## src/rtl/cpu_pkg.sv

```systemverilog
// rtl/cpu_pkg.sv - shared widths, pc_src encodings and fetch state enum
package cpu_pkg;
  localparam int PC_W        = 16;
  localparam int INSTR_W     = 16;
  localparam int CNT_W       = 16;
  localparam int INSTR_BYTES = 2;

  typedef enum logic [1:0] {
    PCSRC_SEQ  = 2'b00,
    PCSRC_BR   = 2'b01,
    PCSRC_JMP  = 2'b10,
    PCSRC_HOLD = 2'b11
  } pc_src_t;

  typedef enum logic [1:0] {
    IDLE  = 2'b00,
    FETCH = 2'b01,
    VALID = 2'b10
  } fetch_state_t;
endpackage

```

## src/rtl/fetch_unit_if.sv

```systemverilog
// rtl/fetch_unit_if.sv - control, instruction-memory and status signals of the fetch stage
interface fetch_unit_if;
  import cpu_pkg::*;

  logic               fetch_req;
  logic [PC_W-1:0]    imem_pc;
  logic [INSTR_W-1:0] imem_instr;
  logic [INSTR_W-1:0] ir;
  logic               ir_valid;
  logic               pc_update;
  logic [1:0]         pc_src;
  logic [PC_W-1:0]    branch_offset;
  logic [PC_W-1:0]    jump_target;
  logic [PC_W-1:0]    pc_out;
  logic [PC_W-1:0]    pc_plus2;
  logic               misaligned;
  logic [CNT_W-1:0]   instr_count;

  modport master (
    output fetch_req, imem_instr, pc_update, pc_src, branch_offset, jump_target,
    input  imem_pc, ir, ir_valid, pc_out, pc_plus2, misaligned, instr_count
  );

  modport slave (
    input  fetch_req, imem_instr, pc_update, pc_src, branch_offset, jump_target,
    output imem_pc, ir, ir_valid, pc_out, pc_plus2, misaligned, instr_count
  );
endinterface

```

## src/rtl/next_pc_calc.sv

```systemverilog
// rtl/next_pc_calc.sv - next-PC select and adders with alignment fix-up
module next_pc_calc
  import cpu_pkg::*;
(
  input  logic [PC_W-1:0] pc,
  input  pc_src_t         pc_src,
  input  logic [PC_W-1:0] branch_offset,
  input  logic [PC_W-1:0] jump_target,
  output logic [PC_W-1:0] pc_plus2,
  output logic [PC_W-1:0] next_pc,
  output logic            misalign
);
  logic [PC_W-1:0] raw_pc;

  assign pc_plus2 = pc + PC_W'(INSTR_BYTES);

  always_comb begin
    raw_pc = pc;
    case (pc_src)
      PCSRC_SEQ:  raw_pc = pc_plus2;
      PCSRC_BR:   raw_pc = pc + branch_offset;
      PCSRC_JMP:  raw_pc = jump_target;
      PCSRC_HOLD: raw_pc = pc;
      default:    raw_pc = pc;
    endcase
  end

  // An odd target is forced even; the caller records the event as sticky.
  assign next_pc  = {raw_pc[PC_W-1:1], 1'b0};
  assign misalign = raw_pc[0];
endmodule

```

## src/rtl/fetch_unit.sv

```systemverilog
// rtl/fetch_unit.sv - instruction fetch stage: PC, IR, retire counter and fetch FSM
module fetch_unit
  import cpu_pkg::*;
#(
  parameter logic [PC_W-1:0] RESET_PC = 16'h0000
) (
  input  logic      clk,
  input  logic      reset,
  fetch_unit_if.slave bus
);
  fetch_state_t       state_q, state_d;
  logic [PC_W-1:0]    pc_q;
  logic [INSTR_W-1:0] ir_q;
  logic [CNT_W-1:0]   count_q;
  logic               mis_q;
  logic [PC_W-1:0]    next_pc;
  logic [PC_W-1:0]    pc_plus2;
  logic               next_mis;
  logic               load_ir;
  logic               commit;

  next_pc_calc u_next_pc_calc (
    .pc            (pc_q),
    .pc_src        (pc_src_t'(bus.pc_src)),
    .branch_offset (bus.branch_offset),
    .jump_target   (bus.jump_target),
    .pc_plus2      (pc_plus2),
    .next_pc       (next_pc),
    .misalign      (next_mis)
  );

  always_ff @(posedge clk) begin
    if (reset) state_q <= IDLE;
    else       state_q <= state_d;
  end

  always_comb begin
    state_d = state_q;
    load_ir = 1'b0;
    commit  = 1'b0;
    case (state_q)
      IDLE:  if (bus.fetch_req) state_d = FETCH;
      FETCH: begin
        load_ir = 1'b1;
        state_d = VALID;
      end
      VALID: if (bus.pc_update) begin
        commit  = 1'b1;
        state_d = bus.fetch_req ? FETCH : IDLE;
      end
      default: state_d = IDLE;
    endcase
  end

  always_ff @(posedge clk) begin
    if (reset) begin
      pc_q    <= RESET_PC;
      ir_q    <= '0;
      count_q <= '0;
      mis_q   <= 1'b0;
    end else begin
      if (load_ir) ir_q <= bus.imem_instr;
      if (commit) begin
        pc_q    <= next_pc;
        count_q <= count_q + CNT_W'(1);
        mis_q   <= mis_q | next_mis;
      end
    end
  end

  assign bus.imem_pc     = pc_q;
  assign bus.pc_out      = pc_q;
  assign bus.pc_plus2    = pc_plus2;
  assign bus.ir          = ir_q;
  assign bus.ir_valid    = (state_q == VALID);
  assign bus.misaligned  = mis_q;
  assign bus.instr_count = count_q;
endmodule

```

## src/flat_wrapper.sv

```systemverilog
// flat-port wrapper written by rule: the top's interface ports become plain ports
module fetch_unit_flat import cpu_pkg::*;
#(
  parameter logic [PC_W-1:0] RESET_PC = 16'h0000
)
  (clk, reset, bus_fetch_req, bus_imem_instr, bus_pc_update, bus_pc_src, bus_branch_offset, bus_jump_target, bus_imem_pc, bus_ir, bus_ir_valid, bus_pc_out, bus_pc_plus2, bus_misaligned, bus_instr_count);
  fetch_unit_if bus_i ();
  input  logic clk;
  input  logic reset;
  input wire logic [$bits(bus_i.fetch_req)-1:0] bus_fetch_req;
  input wire logic [$bits(bus_i.imem_instr)-1:0] bus_imem_instr;
  input wire logic [$bits(bus_i.pc_update)-1:0] bus_pc_update;
  input wire logic [$bits(bus_i.pc_src)-1:0] bus_pc_src;
  input wire logic [$bits(bus_i.branch_offset)-1:0] bus_branch_offset;
  input wire logic [$bits(bus_i.jump_target)-1:0] bus_jump_target;
  output wire logic [$bits(bus_i.imem_pc)-1:0] bus_imem_pc;
  output wire logic [$bits(bus_i.ir)-1:0] bus_ir;
  output wire logic [$bits(bus_i.ir_valid)-1:0] bus_ir_valid;
  output wire logic [$bits(bus_i.pc_out)-1:0] bus_pc_out;
  output wire logic [$bits(bus_i.pc_plus2)-1:0] bus_pc_plus2;
  output wire logic [$bits(bus_i.misaligned)-1:0] bus_misaligned;
  output wire logic [$bits(bus_i.instr_count)-1:0] bus_instr_count;
  assign bus_i.fetch_req = bus_fetch_req;
  assign bus_i.imem_instr = bus_imem_instr;
  assign bus_i.pc_update = bus_pc_update;
  assign bus_i.pc_src = bus_pc_src;
  assign bus_i.branch_offset = bus_branch_offset;
  assign bus_i.jump_target = bus_jump_target;
  assign bus_imem_pc = bus_i.imem_pc;
  assign bus_ir = bus_i.ir;
  assign bus_ir_valid = bus_i.ir_valid;
  assign bus_pc_out = bus_i.pc_out;
  assign bus_pc_plus2 = bus_i.pc_plus2;
  assign bus_misaligned = bus_i.misaligned;
  assign bus_instr_count = bus_i.instr_count;
  fetch_unit #(.RESET_PC(RESET_PC)) u_core (.clk(clk), .reset(reset), .bus(bus_i));
endmodule
```

## config.mk

```make
export PLATFORM = sky130hd
export DESIGN_NAME = fetch_unit_flat
export DESIGN_NICKNAME = d
export VERILOG_FILES = /design/src/rtl/cpu_pkg.sv /design/src/rtl/fetch_unit_if.sv /design/src/rtl/next_pc_calc.sv /design/src/rtl/fetch_unit.sv /design/src/flat_wrapper.sv
export SDC_FILE = /design/constraint.sdc
export NUM_CORES = 1
export LEC_CHECK = 0
export ABC_AREA = 1
export BUFFER_PORTS_ARGS = -buffer_cell sky130_fd_sc_hd__buf_2
export CAP_MARGIN = 25
export CORE_MARGIN = 2
export CORE_UTILIZATION = 53
export DETAILED_ROUTE_END_ITERATION = 7
export PLACE_DENSITY_LB_ADDON = 0.25
export SYNTH_ARGS = -nofsm -noshare
export SYNTH_HDL_FRONTEND = slang
export SYNTH_SLANG_ARGS = --single-unit
```

## constraint.sdc

```tcl
create_clock -name clk -period 3.9 [get_ports clk]
set_clock_uncertainty 0.1 [all_clocks]
set_input_delay 0.195 -clock clk [delete_from_list [all_inputs] [get_ports clk]]
set_output_delay 0.195 -clock clk [all_outputs]
set_load 0.01 [all_outputs]
```

; Yosys cells after proc, flatten, opt, wreduce, memory -nomap -nowiden
; Cells that the tools add are included.
[op_classes]
bitwise_logic = 2
add_sub_neg = 3
eq_ne = 7
reduce_logical = 4
muxes = 8
[ops]
columns = cell, n
row1 = 16-bit case mux with 4 select lines, 1
row2 = 16-bit by 1-bit adder with 16-bit output (second input constant), 1
row3 = 16-bit adder, 1
row4 = 16-bit by 2-bit adder with 16-bit output (second input constant), 1
row5 = 2-bit == test (second input constant), 3
row6 = 2-bit case mux with 3 select lines, 1
row7 = 2-bit by 1-bit == test with 1-bit output (second input constant), 2
row8 = 2-bit logical NOT, 2
row9 = 1-bit two-way mux, 4
row10 = 2-bit two-way mux, 2
row11 = 2-bit inequality test (second input constant), 2
row12 = 2-bit AND reduction, 2
row13 = 1-bit NOT, 1
row14 = 1-bit bitwise OR, 1
[totals]
in_bits = 54
ff_bits = 50
out_inout_bits = 82

; Longest topological paths before layout
[depth]
depth_word = 3
ltp_mapped = 13
depth_no_buf = 13

; Cells and area by module
; From an unflattened synthesis, not the netlist that was laid out.
[unflattened]
cells_unflattened = 641
area_unflattened_um2 = 3990.1
[modules_own_cells]
columns = mod, seq_area_each_um2, instances, cells_per_inst, area_per_inst_um2
row1 = fetch_unit, 1021.0, 1, 302, 2277.2
row2 = next_pc_calc, 0.0, 1, 339, 1712.9

; Worst setup path after synthesis
; No wires, ideal clock.
[synth_path]
path_kind = register -> register
start = register u_core.pc_q[2], in the netlist u_core.bus.imem_pc[2]
end = register u_core.pc_q[11], in the netlist u_core.bus.imem_pc[11]
required_time_ns = 3.730
synth_period_minus_slack_ns = 1.909
t_arrival_ns = 1.739
path_slack_ns = 1.991
path_stages_with_launch = 12
cell_sequence = dfxtp_1 > ha_1 > nand3_2 > nor2_2 > inv_2 > nor2_1 > nand2_1 > xor2_1 > nand2_1 > nand2_1 > inv_1 > a21oi_1
[synth_via]
elab_chain_cells = 2
[synth_lines]
columns = element, line
row1 = from (decl), fetch_unit.sv:12  ; logic [PC_W-1:0] pc_q;
row2 = from (signal assigned), fetch_unit.sv:64  ; pc_q <= next_pc;
row3 = 16-bit by 2-bit adder with 16-bit output, next_pc_calc.sv:15  ; assign pc_plus2 = pc + PC_W'(INSTR_BYTES);
row4 = net bus_pc_plus2[11], flat_wrapper.sv:20  ; output wire logic [$bits(bus_i.pc_plus2)-1:0] bus_pc_plus2;
row5 = 16-bit case mux with 4 select lines, next_pc_calc.sv:19  ; case (pc_src)
; The timed path passes the listed nets, and every way through them passes these cells.
; A chain may end at the register's enable or synchronous reset.

; Worst setup path after layout
[layout_path]
start = register u_core.pc_q[2], in the netlist u_core.bus.imem_pc[2]
end = output bus_pc_plus2[13]
[layout_via]
elab_chain_cells = 1
[layout_lines]
columns = element, line
row1 = 16-bit by 2-bit adder with 16-bit output, next_pc_calc.sv:15
row2 = to (decl), flat_wrapper.sv:20
; Every way passes these cells.

==> flow_summary.yaml <==
run_status:
  outcome: "finished clean"
critical_path:
  slowest_stage: "dfxtp_1"
  cp_max_fo: 7
  required_ns: 3.61
  end_kind: "primary output"
  max_stage_delay_ns: 0.49
  startpoint: "u_core.bus.imem_pc[2]$_SDFFE_PP0P_"
  path_cells: "ha_1 -> nand3_2 -> nor2_2 -> nand4_1 -> nand2_1 -> inv_1 -> or2_2 -> buf_2"
  crit_type: "flop to primary output"
  rr_startpoint: "u_core.state_q[0]$_SDFFE_PP0P_"
  worstPathArrival_ns: 2.10
  crit_path_start_kind: "flop"
synthesis:
  async_flop_share: 0
  syn_area_um2: 3490
  yosysTopAreaCellShare: 0.287
  ys_warn_count: 0
  synth.top_cells.by_count: "130 x nand2_1, 85 x nor2_1, 62 x inv_1"
  yosys.area.top_type: "dfxtp_1"
  yosysMostFrequentCell: "nand2_1"
  synth_cell_type_count: 41
  netlist_instances: 548
  synth_edf_count: 0
  ys_seq_area_frac: 0.287
  synth_top_cells_by_area: "dfxtp_1 29%, nand2_1 14%, nor2_1 9.2%, inv_1 6.7%, o21ai_0 6.6%"
  syn_avg_cell_area_um2: 6.36
  synth_seq_cells: 50
  synth_ff_type: "dfxtp_1"
clocking:
  tritoncts: "done"
  cts.sinks: 50
  cts_root_buffer: "clkbuf_8"
  worstSkewPairLatency_ns: 0.32
  cts_made_buffers: 5
  clock_path_buffers: 2
  cts.htree.levels: 2
  clkTransAtPathRegs_ns: 0.11
routing:
  firstDrtPassIters: 5
  drtIter0Drc: 404
  vias_per_cell: 5.27
  drtAntennaViolNets: 0
  routedWlPerCell_um: 13.3
  drt-total-wl_um: 10100
  num_vias: 3974
  drc: 0
power_and_ir_drop:
  total_power_mw: 1.15
  irDropWorstVdd_uv: 212
  power_density_nw_per_um2: 264
  power_leakage_nw: 2.33
timing:
  rsz0062_at_grt: "false"
  fmax_mhz: 418
  min_period_over_period: 0.613
  tightest_slew_ns: 0.945
  min_period_ns: 2.39
  timing.slew.headroom: 0.367
  finalHoldViolations: 0
  whs_ns: 0.0116
  setup_viol: 0
  timing.final.ws_setup_ns: 1.51
  finalMaxSlewViolations: 0
  tns_ns: 0
global_routing:
  groute.usage.overall: 0.274
  antenna_found_initial: 0
  grt-ovfl-total: 0
  grt_pass1_wl_um: 16200
  grt_max_degree: 41
  grt_pass1_vias: 3572
flow_run:
  max-cap-violations: 0
cells_and_area:
  final_util: 0.688
  diodes: 0
  fin_nets: 747
  syn_to_final_growth_pct: 25.3
  fin_area_um2: 4370
  layout.cells.non_filler: 754
  drive_gt1_frac: 0.245
worst_hold_path:
  hold_class: "primary input to flop"
  min_from: "bus_fetch_req"
die:
  coreArea_um2: 6350
  rows: 29
  die_area_um2: 7240
  io_pins: 136
  die_x_um: 85.1
  initial_core_util: 0.549
  die_h_um: 85.1
placement:
  globalplace.congestion: 0.917
  placed_cells: 730
  preCtsSetupSlack_ns: 1.72
  hpwl_um: 7250
  io_buffers: 132
  placed_area_um2: 4070
==> layout by cell type (no fill, tap or decap), drive strengths merged, types with 2 or more instances in the layout <==
cell type	n
nand2	131
nand3	31
conb	3
a41oi	2
ha	16
dlygate4sd3	15
buf	134
nor3	6
inv	68
clkbuf	5
a31oi	4
xnor2	3
dfxtp	50
a21oi	36
o21ai	47
nor2	92
nand3b	4
or2	3
xor2	7
nand4	8
==> worst paths after layout <==
path                                          to  slack, ns  cells after the start
max                             bus_pc_plus2[13]       1.51                      8
min               u_core.state_q[0]$_SDFFE_PP0P_       0.01                      3
max reg2reg  u_core.bus.imem_pc[13]$_SDFFE_PP0P_       1.66                     10
min reg2reg   u_core.bus.misaligned$_SDFFE_PP0P_       0.37                      2
==> power breakdown <==
part	leakage (nW)	internal, mW	switching, mW
sequential	0.406	0.528	0.0155
combinational	1.87	0.0889	0.122
clock	0.0563	0.196	0.203
==> routing by layer <==
| metal | track usage | share of wire | vias up |
|---|---|---|---|
| li1 | - | - | 1997 |
| met2 | 0.440 | 0.46 | 213 |
| met3 | 0.0457 | 0.091 | 18 |
| met5 | 0 | 0 | - |
| met4 | 0.0851 | 0.018 | 0 |
| met1 | 0.377 | 0.43 | 1746 |
==> sequential cells by signal (all words and copies together), names as in the netlist <==
register / count
u_core.bus.ir: 16
u_core.bus.misaligned: 1
u_core.bus.instr_count: 16
u_core.bus.imem_pc: 15
u_core.state_q: 2
==> logic make-up after synthesis <==
family,Yosys count,synth area share
xor+xnor,10,0.0251
flops,50,0.287
other cells,1,0.00108
buf+inv,97,0.126
fa+ha+maj,17,0.0632
simple gates,276,0.347
compound gates,97,0.150
==> worst max-delay path: cells and delay by family (launching register included) <==
kind                       cells  cell delay, ns
and+or+nand+nor                5            0.85
DFF                            1            0.49
adders and majority gates      1            0.26
buffers and inverters          2            0.18
==> timing repair <==
action / CTS / global route
gates resized for setup: 0 / 0
setup buffers: 0 / 0
hold buffers: 15 / 0
hold endpoints to repair: 15 / 0
==> cell type report <==
type	count	area [um2]
sequential	50	1000
clock buffer	5	68.8
fill	555	1980
inverter	67	251
tap	77	96.3
multi-input combinational	403	2050
clock inverter	3	48.8
timing repair buffer	149	846
Note: power is estimated with default switching activity, not from simulation.
